===== src/rtl/echo_ind_pkg.sv =====
// Shared types and constants for the EchoIndication host-side framing path.
// Header word layout: ID[31:24], RSVD[23:16], SEQ[15:0].
package echo_ind_pkg;

  localparam int unsigned WORD_W = 32;
  localparam int unsigned SEQ_W  = 16;
  localparam int unsigned ID_W   = 8;

  localparam logic [ID_W-1:0] METHOD_ID_HEARD = 8'h01;

  typedef enum logic {
    ST_HDR = 1'b0,
    ST_PAY = 1'b1
  } state_e;

  typedef struct packed {
    logic [ID_W-1:0]  id;
    logic [7:0]       rsvd;
    logic [SEQ_W-1:0] seq;
  } hdr_t;

  function automatic logic [WORD_W-1:0] make_header(input logic [ID_W-1:0]  id,
                                                     input logic [SEQ_W-1:0] seq);
    hdr_t h;
    h.id   = id;
    h.rsvd = 8'h00;
    h.seq  = seq;
    return WORD_W'(h);
  endfunction

endpackage


===== src/rtl/echo_ind_fifo.sv =====
// Generic synchronous FIFO; enqueue readiness depends only on the registered
// count, so a full FIFO refuses a write even when a pop happens that cycle.
module echo_ind_fifo #(
  parameter int unsigned DEPTH = 4,
  parameter int unsigned W     = 32
) (
  input  logic                       CLK,
  input  logic                       nRST,
  input  logic                       enq_ena,
  input  logic [W-1:0]               enq_data,
  output logic                       enq_rdy,
  input  logic                       deq_ena,
  output logic [W-1:0]               first,
  output logic [$clog2(DEPTH):0]     count
);

  localparam int unsigned PTR_W = $clog2(DEPTH);
  localparam int unsigned CNT_W = $clog2(DEPTH) + 1;

  logic [W-1:0]     mem_q [DEPTH];
  logic [W-1:0]     mem_d [DEPTH];
  logic [PTR_W-1:0] wr_ptr_q, wr_ptr_d;
  logic [PTR_W-1:0] rd_ptr_q, rd_ptr_d;
  logic [CNT_W-1:0] count_q, count_d;
  logic             enq_fire;
  logic             deq_fire;

  assign enq_rdy  = nRST & (count_q != CNT_W'(DEPTH));
  assign enq_fire = enq_ena & enq_rdy;
  assign deq_fire = deq_ena & (count_q != CNT_W'(0));
  assign first    = mem_q[rd_ptr_q];
  assign count    = count_q;

  always_comb begin
    mem_d    = mem_q;
    wr_ptr_d = wr_ptr_q;
    rd_ptr_d = rd_ptr_q;
    count_d  = count_q;
    if (enq_fire) begin
      mem_d[wr_ptr_q] = enq_data;
      wr_ptr_d        = wr_ptr_q + PTR_W'(1);
    end
    if (deq_fire) begin
      rd_ptr_d = rd_ptr_q + PTR_W'(1);
    end
    case ({enq_fire, deq_fire})
      2'b10:   count_d = count_q + CNT_W'(1);
      2'b01:   count_d = count_q - CNT_W'(1);
      default: count_d = count_q;
    endcase
  end

  always_ff @(posedge CLK) begin
    if (!nRST) begin
      wr_ptr_q <= '0;
      rd_ptr_q <= '0;
      count_q  <= '0;
    end else begin
      wr_ptr_q <= wr_ptr_d;
      rd_ptr_q <= rd_ptr_d;
      count_q  <= count_d;
    end
  end

  // Storage needs no reset; validity is tracked by count_q.
  always_ff @(posedge CLK) begin
    mem_q <= mem_d;
  end

endmodule


===== src/rtl/echo_indication_sink.sv =====
// Buffers Echo heard() payloads and forwards each as a header+payload pair
// to the host out_data method, isolating Echo from host backpressure.
module echo_indication_sink
  import echo_ind_pkg::*;
#(
  parameter int unsigned     DEPTH     = 4,
  parameter logic [ID_W-1:0] METHOD_ID = METHOD_ID_HEARD
) (
  input  logic              CLK,
  input  logic              nRST,
  input  logic              heard__ENA,
  input  logic [31:0]       heard_v,
  output logic              heard__RDY,
  output logic              out_data__ENA,
  output logic [31:0]       out_data_v,
  input  logic              out_data__RDY,
  output logic [31:0]       heard_count,
  output logic              busy
);

  localparam int unsigned CNT_W = $clog2(DEPTH) + 1;

  state_e           state_q, state_d;
  logic [SEQ_W-1:0] seq_q, seq_d;
  logic [31:0]      heard_count_q, heard_count_d;
  logic [CNT_W-1:0] fifo_count;
  logic [31:0]      fifo_first;
  logic             fifo_deq;
  logic             heard_fire;

  echo_ind_fifo #(
    .DEPTH (DEPTH),
    .W     (WORD_W)
  ) u_fifo (
    .CLK      (CLK),
    .nRST     (nRST),
    .enq_ena  (heard__ENA),
    .enq_data (heard_v),
    .enq_rdy  (heard__RDY),
    .deq_ena  (fifo_deq),
    .first    (fifo_first),
    .count    (fifo_count)
  );

  assign heard_fire  = heard__ENA & heard__RDY;
  assign heard_count = heard_count_q;
  assign busy        = (fifo_count != CNT_W'(0)) | (state_q == ST_PAY);

  // Framing FSM: a header is only started when a payload is already queued,
  // so PAY always has a head entry to send.
  always_comb begin
    state_d       = state_q;
    seq_d         = seq_q;
    heard_count_d = heard_count_q;
    out_data__ENA = 1'b0;
    out_data_v    = make_header(METHOD_ID, seq_q);
    fifo_deq      = 1'b0;
    if (state_q == ST_HDR) begin
      out_data__ENA = nRST & (fifo_count != CNT_W'(0)) & out_data__RDY;
      if (out_data__ENA) begin
        state_d = ST_PAY;
      end
    end else begin
      out_data_v    = fifo_first;
      out_data__ENA = nRST & out_data__RDY;
      if (out_data__ENA) begin
        fifo_deq = 1'b1;
        seq_d    = seq_q + SEQ_W'(1);
        state_d  = ST_HDR;
      end
    end
    if (heard_fire) begin
      heard_count_d = heard_count_q + 32'd1;
    end
  end

  always_ff @(posedge CLK) begin
    if (!nRST) begin
      state_q       <= ST_HDR;
      seq_q         <= '0;
      heard_count_q <= '0;
    end else begin
      state_q       <= state_d;
      seq_q         <= seq_d;
      heard_count_q <= heard_count_d;
    end
  end

  // Callers must only invoke heard when it is ready; such calls are dropped.
  heard_protocol_a : assert property (@(posedge CLK) disable iff (!nRST)
                                      heard__ENA |-> heard__RDY);

endmodule


===== config.mk =====
export PLATFORM = sky130hd
export DESIGN_NAME = echo_indication_sink
export DESIGN_NICKNAME = d
export VERILOG_FILES = /design/src/rtl/echo_ind_pkg.sv /design/src/rtl/echo_ind_fifo.sv /design/src/rtl/echo_indication_sink.sv
export SDC_FILE = /design/constraint.sdc
export NUM_CORES = 1
export LEC_CHECK = 0
export CORE_ASPECT_RATIO = 0.75
export CORE_MARGIN = 1
export CORE_UTILIZATION = 42
export DETAILED_ROUTE_END_ITERATION = 10
export MAX_ROUTING_LAYER = met4
export SYNTH_ARGS = -nofsm -noshare
export SYNTH_HDL_FRONTEND = slang
export SYNTH_SLANG_ARGS = --single-unit

===== constraint.sdc =====
create_clock -name CLK -period 3 [get_ports CLK]
set_clock_uncertainty 0.2 [all_clocks]
set_input_delay 0.45 -clock CLK [delete_from_list [all_inputs] [get_ports CLK]]
set_output_delay 0.45 -clock CLK [all_outputs]
set_load 0.005 [all_outputs]

==> reports/summary.json <==
{
  "setup.worst_path.end_class": {"value": "output port"},
  "least_margin_pin_slew": {"value": 0.650, "unit": "ns"},
  "grt_max_degree": {"value": 42},
  "post_synth_xor_area_fraction": {"value": 2.27, "unit": "%"},
  "number_of_buffers_inserted_by_port_buffering": {"value": 102},
  "final_nets": {"value": 694},
  "timing.critical_path.from_type": {"value": "flip-flop"},
  "ys_types": {"value": 42},
  "layout-area-overhead-vs-synth": {"value": 26.4, "unit": "%"},
  "final-instance-count-excl-fill": {"value": 906},
  "achievable_freq": {"value": 0.345, "unit": "GHz"},
  "layout_min_cycle_time": {"value": 2.90, "unit": "ns"},
  "hold_path.class": {"value": "reg -> reg"},
  "cp_data_arrival_time": {"value": 2.25, "unit": "ns"},
  "leakagePower": {"value": 0.00313, "unit": "µW"},
  "syn-cell-area": {"value": 7730, "unit": "µm²"},
  "yosysSeqAreaShare": {"value": 64.2, "unit": "%"},
  "cts_made_buffers": {"value": 17},
  "placement.cell_area": {"value": 9130, "unit": "µm²"},
  "detail_route.first_pass.iterations": {"value": 4},
  "cts-root-to-sink-buffers": {"value": 2},
  "share_of_post_route_cells_with_drive_strength_above_1": {"value": 16.9, "unit": "%"},
  "worst-setup-path-type": {"value": "reg -> out"},
  "placementRows": {"value": 42},
  "synth_simple_gate_area_share": {"value": 12.7, "unit": "%"},
  "core_region_area": {"value": 17800, "unit": "µm²"},
  "synth_adder_area_share": {"value": 1.39, "unit": "%"},
  "remaining_antenna_violation_count": {"value": 0},
  "die-width": {"value": 159, "unit": "µm"},
  "ctsHtreeMaxLevel": {"value": 4},
  "dr.first_iter.drc_count": {"value": 342},
  "post_synth_inst_count": {"value": 538},
  "synth-warning-count": {"value": 0},
  "floorplan.initialDensity": {"value": 43.4, "unit": "%"},
  "grt_pass1_vias": {"value": 4942},
  "final_count_of_negative_setup_slack_endpoints": {"value": 0},
  "ioPinCount": {"value": 103},
  "setup_tns": {"value": 0, "unit": "ns"},
  "synth_compound_area_share": {"value": 4.95, "unit": "%"},
  "wirelength": {"value": 17.0, "unit": "mm"},
  "clk_latency": {"value": 0.42, "unit": "ns"},
  "cts_tree": {"value": "yes"},
  "routed-via-count": {"value": 4896},
  "post_drt_wl_per_cell": {"value": 18.7, "unit": "µm"},
  "die_height": {"value": 120, "unit": "µm"},
  "drc": {"value": 0},
  "synth_nets": {"value": 582},
  "post-layout-total-power": {"value": 5300, "unit": "µW"},
  "n_fill_cell": {"value": 1409},
  "total_gr_overflow": {"value": 0},
  "design_area": {"value": 9780, "unit": "µm²"},
  "clk_root_buffer_cell": {"value": "clkbuf_16"},
  "post-route-period-util": {"value": 96.6, "unit": "%"},
  "ys_seq_elements": {"value": 184},
  "ir_drop_worst_case_vdd": {"value": 0.365, "unit": "mV"},
  "clock_sink_count": {"value": 184},
  "maxSlewHeadroom": {"value": 56.5, "unit": "%"},
  "cp_max_fo": {"value": 11},
  "vias_per_cell": {"value": 5.40},
  "track_usage": {"value": 19.8, "unit": "%"},
  "cap_violations": {"value": 0},
  "count_of_placed_standard_cells_including_taps": {"value": 872},
  "timing_max_transition_violations_final": {"value": 0},
  "post_synth.cell_area_avg": {"value": 14.4, "unit": "µm²"},
  "power.density_cell_area": {"value": 542, "unit": "nW/µm²"},
  "place_hpwl": {"value": 11.3, "unit": "mm"},
  "synth_top_family_by_area": {"value": "simple AND/OR/NAND/NOR gates"},
  "cp.required": {"value": 2.35, "unit": "ns"},
  "outcome": {"value": "finished, final reports clean"},
  "synth.area.mux_share": {"value": 12.0, "unit": "%"},
  "holdBufCountCts": {"value": 0},
  "unrepaired_setup_endpoints_after_global_routing": {"value": "no"},
  "finalWeightedCongestion": {"value": 0.786},
  "grt_first_pass_wirelength": {"value": 27.0, "unit": "mm"},
  "antenna_found_initial": {"value": 1},
  "die_area": {"value": 19000, "unit": "µm²"},
  "final.hold.worst_slack": {"value": 0.273, "unit": "ns"},
  "clkTransAtPathRegs": {"value": 0.06, "unit": "ns"},
  "final_count_of_hold_timing_violations": {"value": 0}
}
layer usage:
layer	GRT usage (%)	vias to the layer above	part of all wire (%)
li1	-	2311	-
met1	26.3	2473	46
met2	29.6	108	47
met3	5.85	4	5.8
met4	5.59	0	0.44
met5	-	-	0
worst paths after layout:
| check | from | to | slack [ns] | depth (start not counted) |
|---|---|---|---|---|
| worst max-delay path | u_fifo.rd_ptr_q[0] | out_data_v[13] | 0.10 | 4 |
| worst min-delay path | heard_count[31] | heard_count[31] | 0.27 | 2 |
| worst min register to register | heard_count[31] | heard_count[31] | 0.27 | 2 |
| worst max register to register | u_fifo.count[0] | u_fifo.count[2] | 0.50 | 9 |
repair_timing:
action / in CTS / in global routing
endpoints found under the setup margin: 1 / 12
gates resized for setup: 1 / 4
gates cloned: 0 / 1
setup buffers: 0 / 0
cell usage in the layout (no fill, tap or decap), types with 15 or more instances in the layout:
cell	netlist	routed
dfxtp_1	56	53
nor2_1	20	20
edfxtp_1	128	128
clkdlybuf4s50_1	0	101
nand2_1	32	32
clkbuf_16	0	18
mux4_2	32	32
and2_1	20	20
buf_4	5	16
a21oi_1	22	22
o31ai_1	15	15
report_power, final:
part / leakage [µW] / internal [µW] / switching [µW]
registers: 0.00162 / 2770 / 17.9
logic: 0.00122 / 143 / 130
clock network: 0.000296 / 1330 / 917
total: 0.00313 / 4240 / 1060
stage by stage:
step / setup slack [ns] / utilization [%]
after global placement: 0.250 / 51.3
after floorplan: 0.347 / -
final: 0.103 / 54.9
after CTS: 0.00175 / 54.6
after global routing: 0.0341 / 54.9
after detailed placement: 0.141 / 51.3
synthesized netlist by cell type:
cell | count | area [µm²]
or3b_1 | 1 | 8.76
or4_1 | 14 | 105
xor2_1 | 11 | 96.3
and3_1 | 10 | 62.6
buf_2 | 5 | 25.0
nand3_2 | 1 | 10.0
inv_1 | 11 | 41.3
and3_2 | 1 | 7.51
nand3_4 | 1 | 17.5
fa_1 | 1 | 20.0
inv_2 | 3 | 11.3
nand2_1 | 32 | 120
nand4_2 | 1 | 12.5
nand2_2 | 1 | 6.26
or3_1 | 7 | 43.8
mux2i_1 | 7 | 70.1
o21ai_1 | 8 | 40.0
or2_1 | 2 | 12.5
nand2b_1 | 13 | 81.3
edfxtp_1 | 128 | 3840
dfxtp_1 | 56 | 1120
nor4_1 | 11 | 68.8
o311ai_1 | 6 | 52.6
ha_1 | 7 | 87.6
and4_1 | 5 | 43.8
o41ai_1 | 6 | 52.6
and2_1 | 20 | 125
clkbuf_1 | 20 | 75.1
or3_4 | 2 | 22.5
nand4b_1 | 1 | 8.76
nand4_1 | 12 | 75.1
nor2_1 | 20 | 75.1
o21ai_0 | 3 | 15.0
buf_1 | 1 | 3.75
mux4_2 | 32 | 721
a21oi_1 | 22 | 110
buf_4 | 5 | 37.5
nor3_1 | 1 | 5.00
o31ai_1 | 15 | 113
mux2_2 | 12 | 135
nand3_1 | 14 | 70.1
xnor2_1 | 9 | 78.8
cells by family after synthesis:
family | count (synthesis)
flip-flops | 184
AND/OR/NAND/NOR | 170
AO/OA/AOI/OAI | 60
multiplexers | 51
buffers and inverters | 45
XOR/XNOR | 20
adder cells (fa/ha/maj) | 8
critical path, cell delays in order, from the launching register on:
cell             delay [ns]
dfxtp_4                0.41
buf_12                 0.17
mux4_2                 0.51
mux2_2                 0.29
clkdlybuf4s50_1        0.46
state kept, by name, summed over array words and instances, names as in the netlist:
register,count
u_fifo.rd_ptr_q,2
seq_q,16
state_q,1
u_fifo.wr_ptr_q,2
u_fifo.mem_q,128
u_fifo.count,3
heard_count,32
layout make-up:
| type | instances | area, µm² | area share, % |
|---|---|---|---|
| timing repair buffer | 124 | 1270 | 13.0 |
| clock inverter | 9 | 113 | 1.15 |
| sequential | 184 | 4970 | 50.8 |
| multi-input combinational | 309 | 2580 | 26.4 |
| clock buffer | 23 | 488 | 4.99 |
| tap | 242 | 303 | 3.10 |
| antenna | 1 | 2.50 | 0.0256 |
| inverter | 14 | 52.6 | 0.537 |
No activity file was read; power rests on OpenSTA's default activity.
